File: config.mk
export PLATFORM = sky130hd
export DESIGN_NAME = divider_result_reader
export DESIGN_NICKNAME = d
export VERILOG_FILES = /design/src/rtl/divider_pkg.sv /design/src/rtl/div_lane_sat.sv /design/src/rtl/divider_result_reader.sv
export SDC_FILE = /design/constraint.sdc
export NUM_CORES = 1
export LEC_CHECK = 0
export ABC_AREA = 1
export CAP_MARGIN = 20
export CORE_ASPECT_RATIO = 0.6
export CORE_MARGIN = 3
export CORE_UTILIZATION = 37
export DETAILED_ROUTE_END_ITERATION = 10
export HOLD_SLACK_MARGIN = 0.05
export PLACE_DENSITY = 0.79
export SKIP_LAST_GASP = 1
export SYNTH_ARGS = -nofsm -noshare
export SYNTH_HDL_FRONTEND = slang
export SYNTH_HIERARCHICAL = 1
export SYNTH_SLANG_ARGS = --single-unit
File: constraint.sdc
create_clock -name clk -period 1.25 [get_ports clk]
set_input_delay 0.25 -clock clk [delete_from_list [all_inputs] [get_ports clk]]
set_output_delay 0.25 -clock clk [all_outputs]
set_load 0.005 [all_outputs]
File: src/rtl/divider_pkg.sv
// Shared definitions for the divider result path (controller writer and reader).
package divider_pkg;

    localparam int unsigned STATE_W = 3;

    typedef enum logic [STATE_W-1:0] {
        ST_IDLE      = 3'd0,
        ST_RD_ADDR   = 3'd1,
        ST_RD_WAIT1  = 3'd2,
        ST_RD_WAIT2  = 3'd3,
        ST_OUT_VALID = 3'd4,
        ST_DONE      = 3'd5
    } state_e;

    // Result region layout, shared with the divider scratch-memory controller.
    localparam int unsigned RESULT_BASE_ADDR = 129;
    localparam int unsigned RESULT_NUM_LINES = 64;

    localparam int unsigned DIV_LANES  = 8;
    localparam int unsigned DIV_LANE_W = 16;
    localparam int unsigned DIV_OUT_W  = 8;
    localparam int unsigned DIV_ADDR_W = 16;
    localparam int unsigned MAP_IDX_W  = 6;

endpackage

File: src/rtl/div_lane_sat.sv
// Unsigned saturator: clamps one divider result to the output pixel width.
module div_lane_sat #(
    parameter int unsigned LANE_W = 16,
    parameter int unsigned OUT_W  = 8
) (
    input  logic [LANE_W-1:0] lane_i,
    output logic [OUT_W-1:0]  sat_c
);

    // Any set bit above the output width means the value exceeds the max code.
    always_comb begin
        sat_c = lane_i[OUT_W-1:0];
        if (|lane_i[LANE_W-1:OUT_W]) begin
            sat_c = '1;
        end
    end

endmodule

File: src/rtl/divider_result_reader.sv
// Reads back the divider equalisation lines from scratch memory, saturates each
// lane and streams the lines to the remap stage over valid/ready.
module divider_result_reader
    import divider_pkg::*;
#(
    parameter int unsigned LANES     = DIV_LANES,
    parameter int unsigned LANE_W    = DIV_LANE_W,
    parameter int unsigned OUT_W     = DIV_OUT_W,
    parameter int unsigned BASE_ADDR = RESULT_BASE_ADDR,
    parameter int unsigned NUM_LINES = RESULT_NUM_LINES,
    parameter int unsigned ADDR_W    = DIV_ADDR_W
) (
    input  logic                      clk,
    input  logic                      reset,
    input  logic                      start,
    output logic [ADDR_W-1:0]         sc_mem_rd_addr,
    input  logic [LANES*LANE_W-1:0]   sc_mem_rd_data,
    output logic                      map_valid,
    input  logic                      map_ready,
    output logic [LANES*OUT_W-1:0]    map_data,
    output logic [MAP_IDX_W-1:0]      map_index,
    output logic                      busy,
    output logic                      rd_done
);

    localparam int unsigned IDX_W = MAP_IDX_W;
    localparam logic [IDX_W-1:0] LAST_LINE = IDX_W'(NUM_LINES - 1);

    state_e                    state_q, state_d;
    logic [IDX_W-1:0]          line_q, line_d;
    logic [ADDR_W-1:0]         addr_q, addr_d;
    logic                      map_valid_q, map_valid_d;
    logic [LANES*OUT_W-1:0]    map_data_q, map_data_d;
    logic [IDX_W-1:0]          map_index_q, map_index_d;
    logic                      busy_q, busy_d;
    logic                      rd_done_q, rd_done_d;
    logic [LANES*OUT_W-1:0]    sat_data_c;

    // Per-lane saturation of the raw scratch read data.
    for (genvar i = 0; i < LANES; i++) begin : g_sat
        div_lane_sat #(
            .LANE_W (LANE_W),
            .OUT_W  (OUT_W)
        ) u_sat (
            .lane_i (sc_mem_rd_data[i*LANE_W +: LANE_W]),
            .sat_c  (sat_data_c[i*OUT_W +: OUT_W])
        );
    end

    // Next-state and registered-output computation.
    always_comb begin
        state_d     = state_q;
        line_d      = line_q;
        addr_d      = addr_q;
        map_valid_d = map_valid_q;
        map_data_d  = map_data_q;
        map_index_d = map_index_q;
        busy_d      = busy_q;
        rd_done_d   = 1'b0;

        case (state_q)
            ST_IDLE: begin
                if (start) begin
                    state_d = ST_RD_ADDR;
                    line_d  = '0;
                    addr_d  = ADDR_W'(BASE_ADDR);
                    busy_d  = 1'b1;
                end
            end
            ST_RD_ADDR: begin
                state_d = ST_RD_WAIT1;
            end
            ST_RD_WAIT1: begin
                state_d = ST_RD_WAIT2;
            end
            ST_RD_WAIT2: begin
                // Read data arrives now (two-cycle memory latency).
                map_data_d  = sat_data_c;
                map_index_d = line_q;
                map_valid_d = 1'b1;
                state_d     = ST_OUT_VALID;
            end
            ST_OUT_VALID: begin
                if (map_ready) begin
                    map_valid_d = 1'b0;
                    if (line_q == LAST_LINE) begin
                        rd_done_d = 1'b1;
                        state_d   = ST_DONE;
                    end else begin
                        line_d  = line_q + IDX_W'(1);
                        addr_d  = ADDR_W'(BASE_ADDR) + ADDR_W'(line_q) + ADDR_W'(1);
                        state_d = ST_RD_ADDR;
                    end
                end
            end
            ST_DONE: begin
                busy_d  = 1'b0;
                state_d = ST_IDLE;
            end
            default: begin
                state_d = ST_IDLE;
            end
        endcase
    end

    // State and output registers.
    always_ff @(posedge clk or negedge reset) begin
        if (!reset) begin
            state_q     <= ST_IDLE;
            line_q      <= '0;
            addr_q      <= '0;
            map_valid_q <= 1'b0;
            map_data_q  <= '0;
            map_index_q <= '0;
            busy_q      <= 1'b0;
            rd_done_q   <= 1'b0;
        end else begin
            state_q     <= state_d;
            line_q      <= line_d;
            addr_q      <= addr_d;
            map_valid_q <= map_valid_d;
            map_data_q  <= map_data_d;
            map_index_q <= map_index_d;
            busy_q      <= busy_d;
            rd_done_q   <= rd_done_d;
        end
    end

    assign sc_mem_rd_addr = addr_q;
    assign map_valid      = map_valid_q;
    assign map_data       = map_data_q;
    assign map_index      = map_index_q;
    assign busy           = busy_q;
    assign rd_done        = rd_done_q;

endmodule

Yosys cells after proc, flatten, opt, wreduce, memory -nomap -nowiden
Index checks and enable logic that the tools add are counted.
- logic and storage cells: 63
- output and inout bits: 89
- flip-flop bits (word level): 98
- multiplexer cells: 27
- equal/unequal tests: 9
- reduce and logical (&&, ||, !) cells: 16
- add/sub/neg operators: 3
- operator list (cell ; number):
    $mux W8 ; 8
    $reduce_or A8 Y1 ; 8
    $mux W16 ; 3
    $pmux W16 S2 ; 1
    $mux W6 ; 3
    $pmux W3 S5 ; 1
    $pmux W6 S2 ; 1
    $add A9 B1 Y10 const B ; 1
    $add A8 B6 Y9 const A ; 1
    $mux W3 ; 3
    $add A6 B1 Y6 const B ; 1
    $eq A3 B2 Y1 const B ; 2
    $eq A3 B3 Y1 const B ; 2
    $eq A6 B6 Y1 const B ; 1
    $ne A2 B2 Y1 const B ; 3
    $reduce_and A2 Y1 ; 3
    $reduce_bool A2 Y1 ; 3
    $mux W1 ; 5
    $pmux W1 S2 ; 2
    $reduce_and A4 Y1 ; 1
    $eq A3 B1 Y1 const B ; 1
    $logic_not A3 Y1 ; 1

Logic depth before layout (Yosys ltp)
Gate-level depths: netlist of the first run.
- depth after elaboration: 5
- depth in mapped cells: 9
- mapped depth without buffers: 8

Hierarchy
Netlist of the first run, hierarchy kept.
- by module, submodules not included (module ; sequential area each (sq um) ; area an instance (sq um) ; cells each ; times used):
    divider_result_reader ; 2252.2 ; 3837.4 ; 451 ; 1
    div_lane_sat ; 0.0 ; 93.8 ; 23 ; 8

Worst setup path after synthesis of the first run
OpenSTA, ideal clock, no wires.
- path type: register to register
- start point: register line_q[1]
- end point: register line_q[2]
- buffers on the path: 1
- clock period less this slack: 1324 ps
- setup slack: -74 ps
- cell stages (with the launch flop): 10
- arrival time: 1207 ps
- cell sequence: dfrtp_1 -> ha_1 -> nand2_1 -> nor2_1 -> nand2_1 -> nand2_1 -> nor2_4 -> buf_6 -> nand2_1 -> nand2_1
- word-level cells in the longest chain between the ends: 4
- RTL lines (what ; line ; RTL):
    start, declared ; divider_result_reader.sv:30 ; logic [IDX_W-1:0] line_q, line_d;
    start signal, assigned ; divider_result_reader.sv:119 ; line_q <= line_d;
    $add A6 B1 Y6 ; divider_result_reader.sv:90 ; line_d = line_q + IDX_W'(1);
    $mux W6 ; divider_result_reader.sv:86 ; if (line_q == LAST_LINE) begin
    $mux W6 ; divider_result_reader.sv:84 ; if (map_ready) begin
    $pmux W6 S2 ; divider_result_reader.sv:61 ; case (state_q)
Several ways; a longest one is shown, not always the timed one. The select of a mux whose other input is x is not followed.
A chain may end at the register's enable or synchronous reset.

Final worst setup path of the first run
- start point: register line_q[1]
- end point: register addr_q[6] (netlist: sc_mem_rd_addr[6])
- word-level cells in the longest chain between the ends: 5
- RTL lines (what ; line ; RTL):
    $add A8 B6 Y9 ; divider_result_reader.sv:91 ; addr_d = ADDR_W'(BASE_ADDR) + ADDR_W'(line_q) + ADDR_W'(1);
    $add A9 B1 Y10 ; divider_result_reader.sv:91 ;
    $mux W16 ; divider_result_reader.sv:86 ;
    $mux W16 ; divider_result_reader.sv:84 ;
    $pmux W16 S2 ; divider_result_reader.sv:61 ;
    end signal, assigned ; divider_result_reader.sv:120 ; addr_q <= addr_d;
    end, declared ; divider_result_reader.sv:31 ; logic [ADDR_W-1:0] addr_q, addr_d;
Several ways; a longest one is shown, not always the timed one. The select of a mux whose other input is x is not followed.

==> flow_metrics.env, run 1 <==
export IMPL_p_per_area_nw_per_um2=1938
export IMPL_total_power_mw=14.94
export IMPL_cts_sinks=90
export IMPL_vdd_drop_max_uv=1028
export IMPL_yosys_register_bits=90
export IMPL_rsz0062_at_grt="true"
export IMPL_worstReg2RegStart="line_q[1]"
export IMPL_wl_mm=14.55
export IMPL_area_delta_synth_final_pct=68.04
export IMPL_worstPathCellList="ha_4 > nand2_2 > nor2_4 > nand2_2 > nand2_2 > nor2_4 > buf_12 > nand2_1 > nand2_1"
export IMPL_dpl_hpwl_mm=10.11
export IMPL_cp_common_cell="nand2_2"
export IMPL_cts_reportedPaths_clkPinSlew_ps=70
export IMPL_cts_buffer_depth=2
export IMPL_tns_ps=-1733
export IMPL_synth_warnings=6
export IMPL_dr_pass1_iters=5
export IMPL_hold_violations=0
export IMPL_post_drt_wl_per_cell_um=13.66
export IMPL_route_vias_total=4827
export IMPL_path_buf_inv=1
export IMPL_antennaDiodeCount=0
export IMPL_leakagePower_nw=3.839
export IMPL_netlist_area_um2=4588
export IMPL_outcome="finished with violations"
export IMPL_path_class="reg2reg"
export IMPL_crit_family="simple AND/OR/NAND/NOR gates"
export IMPL_setup_slack_ps=-100.2
export IMPL_start_kind="flop"
export IMPL_dieHeight_um=92.26
export IMPL_grt_pass1_wl_mm=22.27
export IMPL_synth_seq_area_share=0.4909
export IMPL_ys_types=21
export IMPL_critPathRequiredTime_ps=1520
export IMPL_synth_area_leaders="dfrtp_1, nand2_1, nand3_1, inv_1, nor2_1"
export IMPL_cap_violations=0
export IMPL_reg2reg_to="sc_mem_rd_addr[6]"
export IMPL_fill_cells=988
export IMPL_dp_slack_ps=-249.5
export IMPL_root_buffer="clkbuf_16"
export IMPL_syn_inst=635
export IMPL_seq_power_share=0.328
export IMPL_routed_via_density=4.532
export IMPL_finClkSkew_ps=7.878
export IMPL_clk_latency_ps=330
export IMPL_drc=0
export IMPL_cp_max_fo=13
export IMPL_switching_share=0.3711
export IMPL_dpl_cell_count=1012
export IMPL_nNetsFinal=1034
export IMPL_place_gp_congestion=0.8552
export IMPL_initialDrtViolationCount=210
export IMPL_die_w_um=149.8
export IMPL_finalCritPeriodShare=1.080
export IMPL_cts_buffers=9
export IMPL_final_common_cell="nand2_1"
export IMPL_drive_gt1_frac=0.1425
export IMPL_violations="setup timing"
export IMPL_antenna_found_initial=0
export IMPL_grt_pass1_vias=4518
export IMPL_ant_nets=0
export IMPL_overflow=0
export IMPL_hp_class="in2async"
export IMPL_final_cells=1065
export IMPL_critPathCaptureType="flop"
export IMPL_switching_power_mw=5.546
export IMPL_cts_tree="yes"
export IMPL_setup_violations=48
export IMPL_min_period_ps=1350
export IMPL_finalMaxSlewViolations=0
export IMPL_r2r_slack_ps=-100
export IMPL_clkPwrFrac=0.185
export IMPL_comb_power_share=0.487
export IMPL_grt_max_degree=46
export IMPL_arrival_ps=1620
export IMPL_track_usage=0.2001
export IMPL_synth_area_leader_cell="dfrtp_1"
export IMPL_r2r_cells=9
export IMPL_crit_slowest_cell="dfrtp_2"
export IMPL_syn_area_per_cell_um2=7.225
export IMPL_io_buffers=212
export IMPL_internal_power_mw=9.398
export IMPL_htree_levels=3
export IMPL_start_util=0.3918
export IMPL_row_count=30
export IMPL_floorplan_die_area_um2=13820
export IMPL_holdWs_ps=306.5
export IMPL_coreArea_um2=11710
export IMPL_mostFrequentLayoutCells="nand2_1, clkdlybuf4s50_1, dfrtp_1"
export IMPL_io_pins=221
export IMPL_crit_path_max_incr_delay_ps=450
export IMPL_fmax_mhz=740.6
export IMPL_synth_top_area_frac=0.4909
[per-layer routing]
| layer | vias up | share of wire | track usage |
|---|---|---|---|
| li1 | 2422 | - | - |
| met1 | 2201 | 0.42 | 0.2622 |
| met2 | 192 | 0.47 | 0.3143 |
| met3 | 12 | 0.099 | 0.07951 |
| met4 | 0 | 0.0096 | 0.04262 |
| met5 | - | 0 | 0 |
[worst max-delay path by stage]
stage	start	end	slack [ps]	cells after the start
after global placement	sc_mem_rd_data[123]	map_data[62]	-210	7
after floorplan	line_q[1]	line_q[2]	-30	9
after global routing	state_q[1]	map_index[3]	-140	7
after CTS	line_q[1]	sc_mem_rd_addr[6]	-70	9
after detailed placement	start	sc_mem_rd_addr[6]	-250	8
final	line_q[1]	sc_mem_rd_addr[6]	-100	9
[power groups by stage]
stage / Combinational [mW] / Clock, mW / Sequential (mW)
after floorplan: 3.09 / 0 / 4.95
after global placement: 7.07 / 0 / 4.88
after detailed placement: 7.21 / 0 / 4.90
after CTS: 6.94 / 2.84 / 4.87
after global routing: 8.10 / 2.98 / 5.05
final: 7.28 / 2.76 / 4.91
[what timing repair did]
item | CTS | global route
hold buffers | 1 | 0
endpoints found under the hold margin | 90 | 0
setup endpoints to repair | 114 | 130
setup buffers | 18 | 16
pin swaps | 3 | 2
gates resized for setup | 141 | 51
gates cloned | 1 | 1
[logic make-up (layout without fill, tap and decap cells)]
family	Yosys count	after routing	share of synthesized area
DFF	90	90	0.4909
AOI/OAI and AO/OA	8	8	0.009817
and+or+nand+nor	420	421	0.3842
adders and majority gates	2	2	0.005453
other	1	8	0.0008173
buffers and inverters	114	376	0.1088
[sequential cells by signal, summed over array words and instances (netlist names)]
register	cells
sc_mem_rd_addr	8
map_index	6
state_q	3
rd_done	1
line_q	6
map_valid	1
map_data	64
busy	1
[cells in the mapped netlist]
cell and number:
inv_2 3, dfrtp_1 90, nor2_1 51, nor3b_1 1, nand3_1 76, or2_2 1, conb_1 1, buf_4 13
inv_1 77, nand2_1 276, nand2_2 2, o21ai_0 7, nand4_1 1, nor3_1 2, buf_2 11, buf_6 1
ha_1 2, nor2_4 10, a32o_1 1, clkbuf_2 1, clkbuf_1 8
[area by class of cell]
cell class | count | area, um2 | area share
multi-input combinational | 439 | 1957 | 0.2538
clock buffer | 11 | 242.7 | 0.03148
inverter | 80 | 302.8 | 0.03927
clock inverter | 5 | 61.31 | 0.007952
timing repair buffer | 280 | 2690 | 0.3489
sequential | 90 | 2256 | 0.2926
tap | 160 | 200.2 | 0.02597
[metrics by stage]
step,cell area [um2],utilization
CTS,7545,0.6442
finish,7710,0.6583
floorplan,4628,-
global placement,7076,0.6042
global route,7710,0.6583
detailed placement,7076,0.6042
[worst register-to-register path: stages (launching register included)]
cell	delay, ps
dfrtp_2	450
ha_4	190
nand2_2	90
nor2_4	50
nand2_2	70
nand2_2	70
nor2_4	110
buf_12	140
nand2_1	70
nand2_1	70
Power figures use the tool's default switching activity.
==> run 2: changes to the inputs <==
--- a/config.mk
+++ b/config.mk
@@ -7,12 +7,13 @@
 export LEC_CHECK = 0
 export ABC_AREA = 1
 export CAP_MARGIN = 20
-export CORE_ASPECT_RATIO = 0.6
+export CORE_ASPECT_RATIO = 2
 export CORE_MARGIN = 3
-export CORE_UTILIZATION = 37
+export CORE_UTILIZATION = 38
+export CTS_BUF_LIST = sky130_fd_sc_hd__clkbuf_4 sky130_fd_sc_hd__clkbuf_8
 export DETAILED_ROUTE_END_ITERATION = 10
 export HOLD_SLACK_MARGIN = 0.05
-export PLACE_DENSITY = 0.79
+export PLACE_DENSITY = 0.81
 export SKIP_LAST_GASP = 1
 export SYNTH_ARGS = -nofsm -noshare
 export SYNTH_HDL_FRONTEND = slang
==> run 2 against run 1 <==
Effect of this change: setup slack worse by 81 ps; largest power group unchanged; largest cell class unchanged; clock skew hardly changed; maximum frequency decreased by 5.6%; sequential cell count did not move; the run still ends with setup timing left; via count increased by 0.83%; hold slack better by 3.5 ps; critical path depth stayed put.
==> flow_metrics.env, run 2 (synthesized netlist as in run 1, its figures left out) <==
export IMPL_outcome="finished with violations"
export IMPL_violations="setup timing"
export IMPL_root_buffer="clkbuf_8"
export IMPL_mostFrequentLayoutCells="nand2_1, clkdlybuf4s50_1, dfrtp_1"
export IMPL_floorplan_die_area_um2=13510
export IMPL_grt_pass1_wl_mm=22.55
export IMPL_multi_input_area_um2=1983
export IMPL_grt_max_degree=47
export IMPL_routed_via_density=4.635
export IMPL_regArea_um2=2257
export IMPL_vdd_drop_max_uv=895.6
export IMPL_grt_pass1_vias=4714
export IMPL_place_gp_congestion=0.8778
export IMPL_hold_violations=0
export IMPL_antennaDiodeCount=0
export IMPL_coreArea_um2=11770
export IMPL_fill_cells=1035
export IMPL_ant_nets=0
export IMPL_critPathRequiredTime_ps=1510
export IMPL_path_class="reg2reg"
export IMPL_rsz0062_at_grt="true"
export IMPL_fmax_mhz=698.9
export IMPL_finalCritPeriodShare=1.145
export IMPL_finalInstanceArea_um2=7480
export IMPL_finClkSkew_ps=7.519
export IMPL_overflow=0
export IMPL_critPathCaptureType="flop"
export IMPL_largest_reg_flops=64
export IMPL_cts_buffer_depth=2
export IMPL_p_per_area_nw_per_um2=1949
export IMPL_finalMaxSlewViolations=0
export IMPL_cap_violations=0
export IMPL_initialDrtViolationCount=169
export IMPL_min_period_ps=1431
export IMPL_cts_tree="yes"
export IMPL_dr_pass1_iters=4
export IMPL_row_count=56
export IMPL_switching_power_mw=5.677
export IMPL_final_cells=1050
export IMPL_track_usage=0.2083
export IMPL_seq_power_share=0.333
export IMPL_start_util=0.3898
export IMPL_setup_violations=46
export IMPL_switching_share=0.3895
export IMPL_dpl_cell_count=988
export IMPL_cts_buffers=9
export IMPL_dieHeight_um=161.4
export IMPL_wl_mm=15.13
export IMPL_cp_max_fo=3
export IMPL_final_common_cell="nand2_1"
export IMPL_die_w_um=83.70
export IMPL_setup_slack_ps=-180.9
export IMPL_clkPwrFrac=0.125
export IMPL_htree_levels=3
export IMPL_internal_power_mw=8.901
export IMPL_antenna_found_initial=0
export IMPL_nNetsFinal=1034
export IMPL_leakagePower_nw=3.804
export IMPL_holdWs_ps=310.0
export IMPL_placed_cell_area_um2=6977
export IMPL_hp_class="in2async"
export IMPL_io_buffers=212
export IMPL_total_power_mw=14.58
export IMPL_comb_power_share=0.542
export IMPL_startpoint="line_q[1]"
export IMPL_dpl_hpwl_mm=10.41
export IMPL_arrival_ps=1690
export IMPL_worstReg2RegStart="line_q[1]"
export IMPL_drc=0
export IMPL_dp_slack_ps=-269.1
export IMPL_post_drt_wl_per_cell_um=14.41
export IMPL_cts_sinks=90
export IMPL_drive_gt1_frac=0.2000
export IMPL_route_vias_total=4867
export IMPL_clk_latency_ps=360
export IMPL_cts_reportedPaths_clkPinSlew_ps=80
export IMPL_start_kind="flop"
export IMPL_area_delta_synth_final_pct=63.02
export IMPL_io_pins=221
## run 2: cell types whose count changed in the layout (fill, tap and decap cells not counted), sizes merged
cell           previous run  this run
clkdlybuf4s15            70        26
buf                      67        90
clkbuf                   21        45
bufinv                    1         0
dlygate4sd2               2         0
inv                      82        79
clkinvlp                  0         3
## run 2: worst max-delay path, stage by stage (launching register included)
cell     delay (ps)
dfrtp_2         430
buf_4           150
ha_2            180
buf_4           150
nand3_2          90
nand2_1          80
nand2_1         100
nor2_1           70
nand2_2          50
nand2_1          40
## run 2: metal layers
layer  up-vias  part of all wire  wire length [um]  track usage
li1       2425                 -                 -            -
met1      2245              0.35              5315       0.2249
met2       165              0.56              8506       0.3858
met3        32             0.051               766      0.03267
met4         0             0.036               545       0.1054
met5         -                 0                 0            0
## run 2: power groups by stage
stage          clock network, mW  registers (mW)  logic (mW)
2_1_floorplan                  0            4.95        3.09
3_3_place_gp                   0            4.86        7.00
3_5_place_dp                   0            4.88        7.15
4_1_cts                     1.91            4.83        7.03
5_1_grt                     1.99            4.98        8.77
6_report                    1.83            4.85        7.90
## run 2: metrics by stage
stage | TNS (ps) | util
finish | -1834 | 0.6354
detailed placement | -12510 | 0.5927
floorplan | -346.6 | -
CTS | -868.6 | 0.6212
global route | -7249 | 0.6354
global placement | -10810 | 0.5927
## run 2: area by class of cell
cell class,count,area share
Clock buffer,12,0.02041
Inverter,80,0.04115
Multi-Input combinational cell,439,0.2651
Tap cell,145,0.02426
Timing Repair Buffer,280,0.3436
Clock inverter,4,0.003680
Sequential cell,90,0.3018
## run 2: path summary, 6_finish.rpt
path / depth (start not counted) / to / slack, ps
max: 9 / line_q[5] / -180
min: 2 / sc_mem_rd_addr[1] / 310
max reg2reg: 9 / line_q[5] / -180
min reg2reg: 2 / map_data[25] / 470
max in group asynchronous: 3 / map_data[1] / 470
min in group clk: 2 / map_data[25] / 470
## run 2: what timing repair did
item | CTS | global route
resized for setup | 221 | 68
endpoints found under the setup margin | 140 | 131
pin swaps | 5 | 17
setup buffers | 20 | 16
hold endpoints to repair | 38 | 0
cloned | 1 | 8
hold buffers | 1 | 0
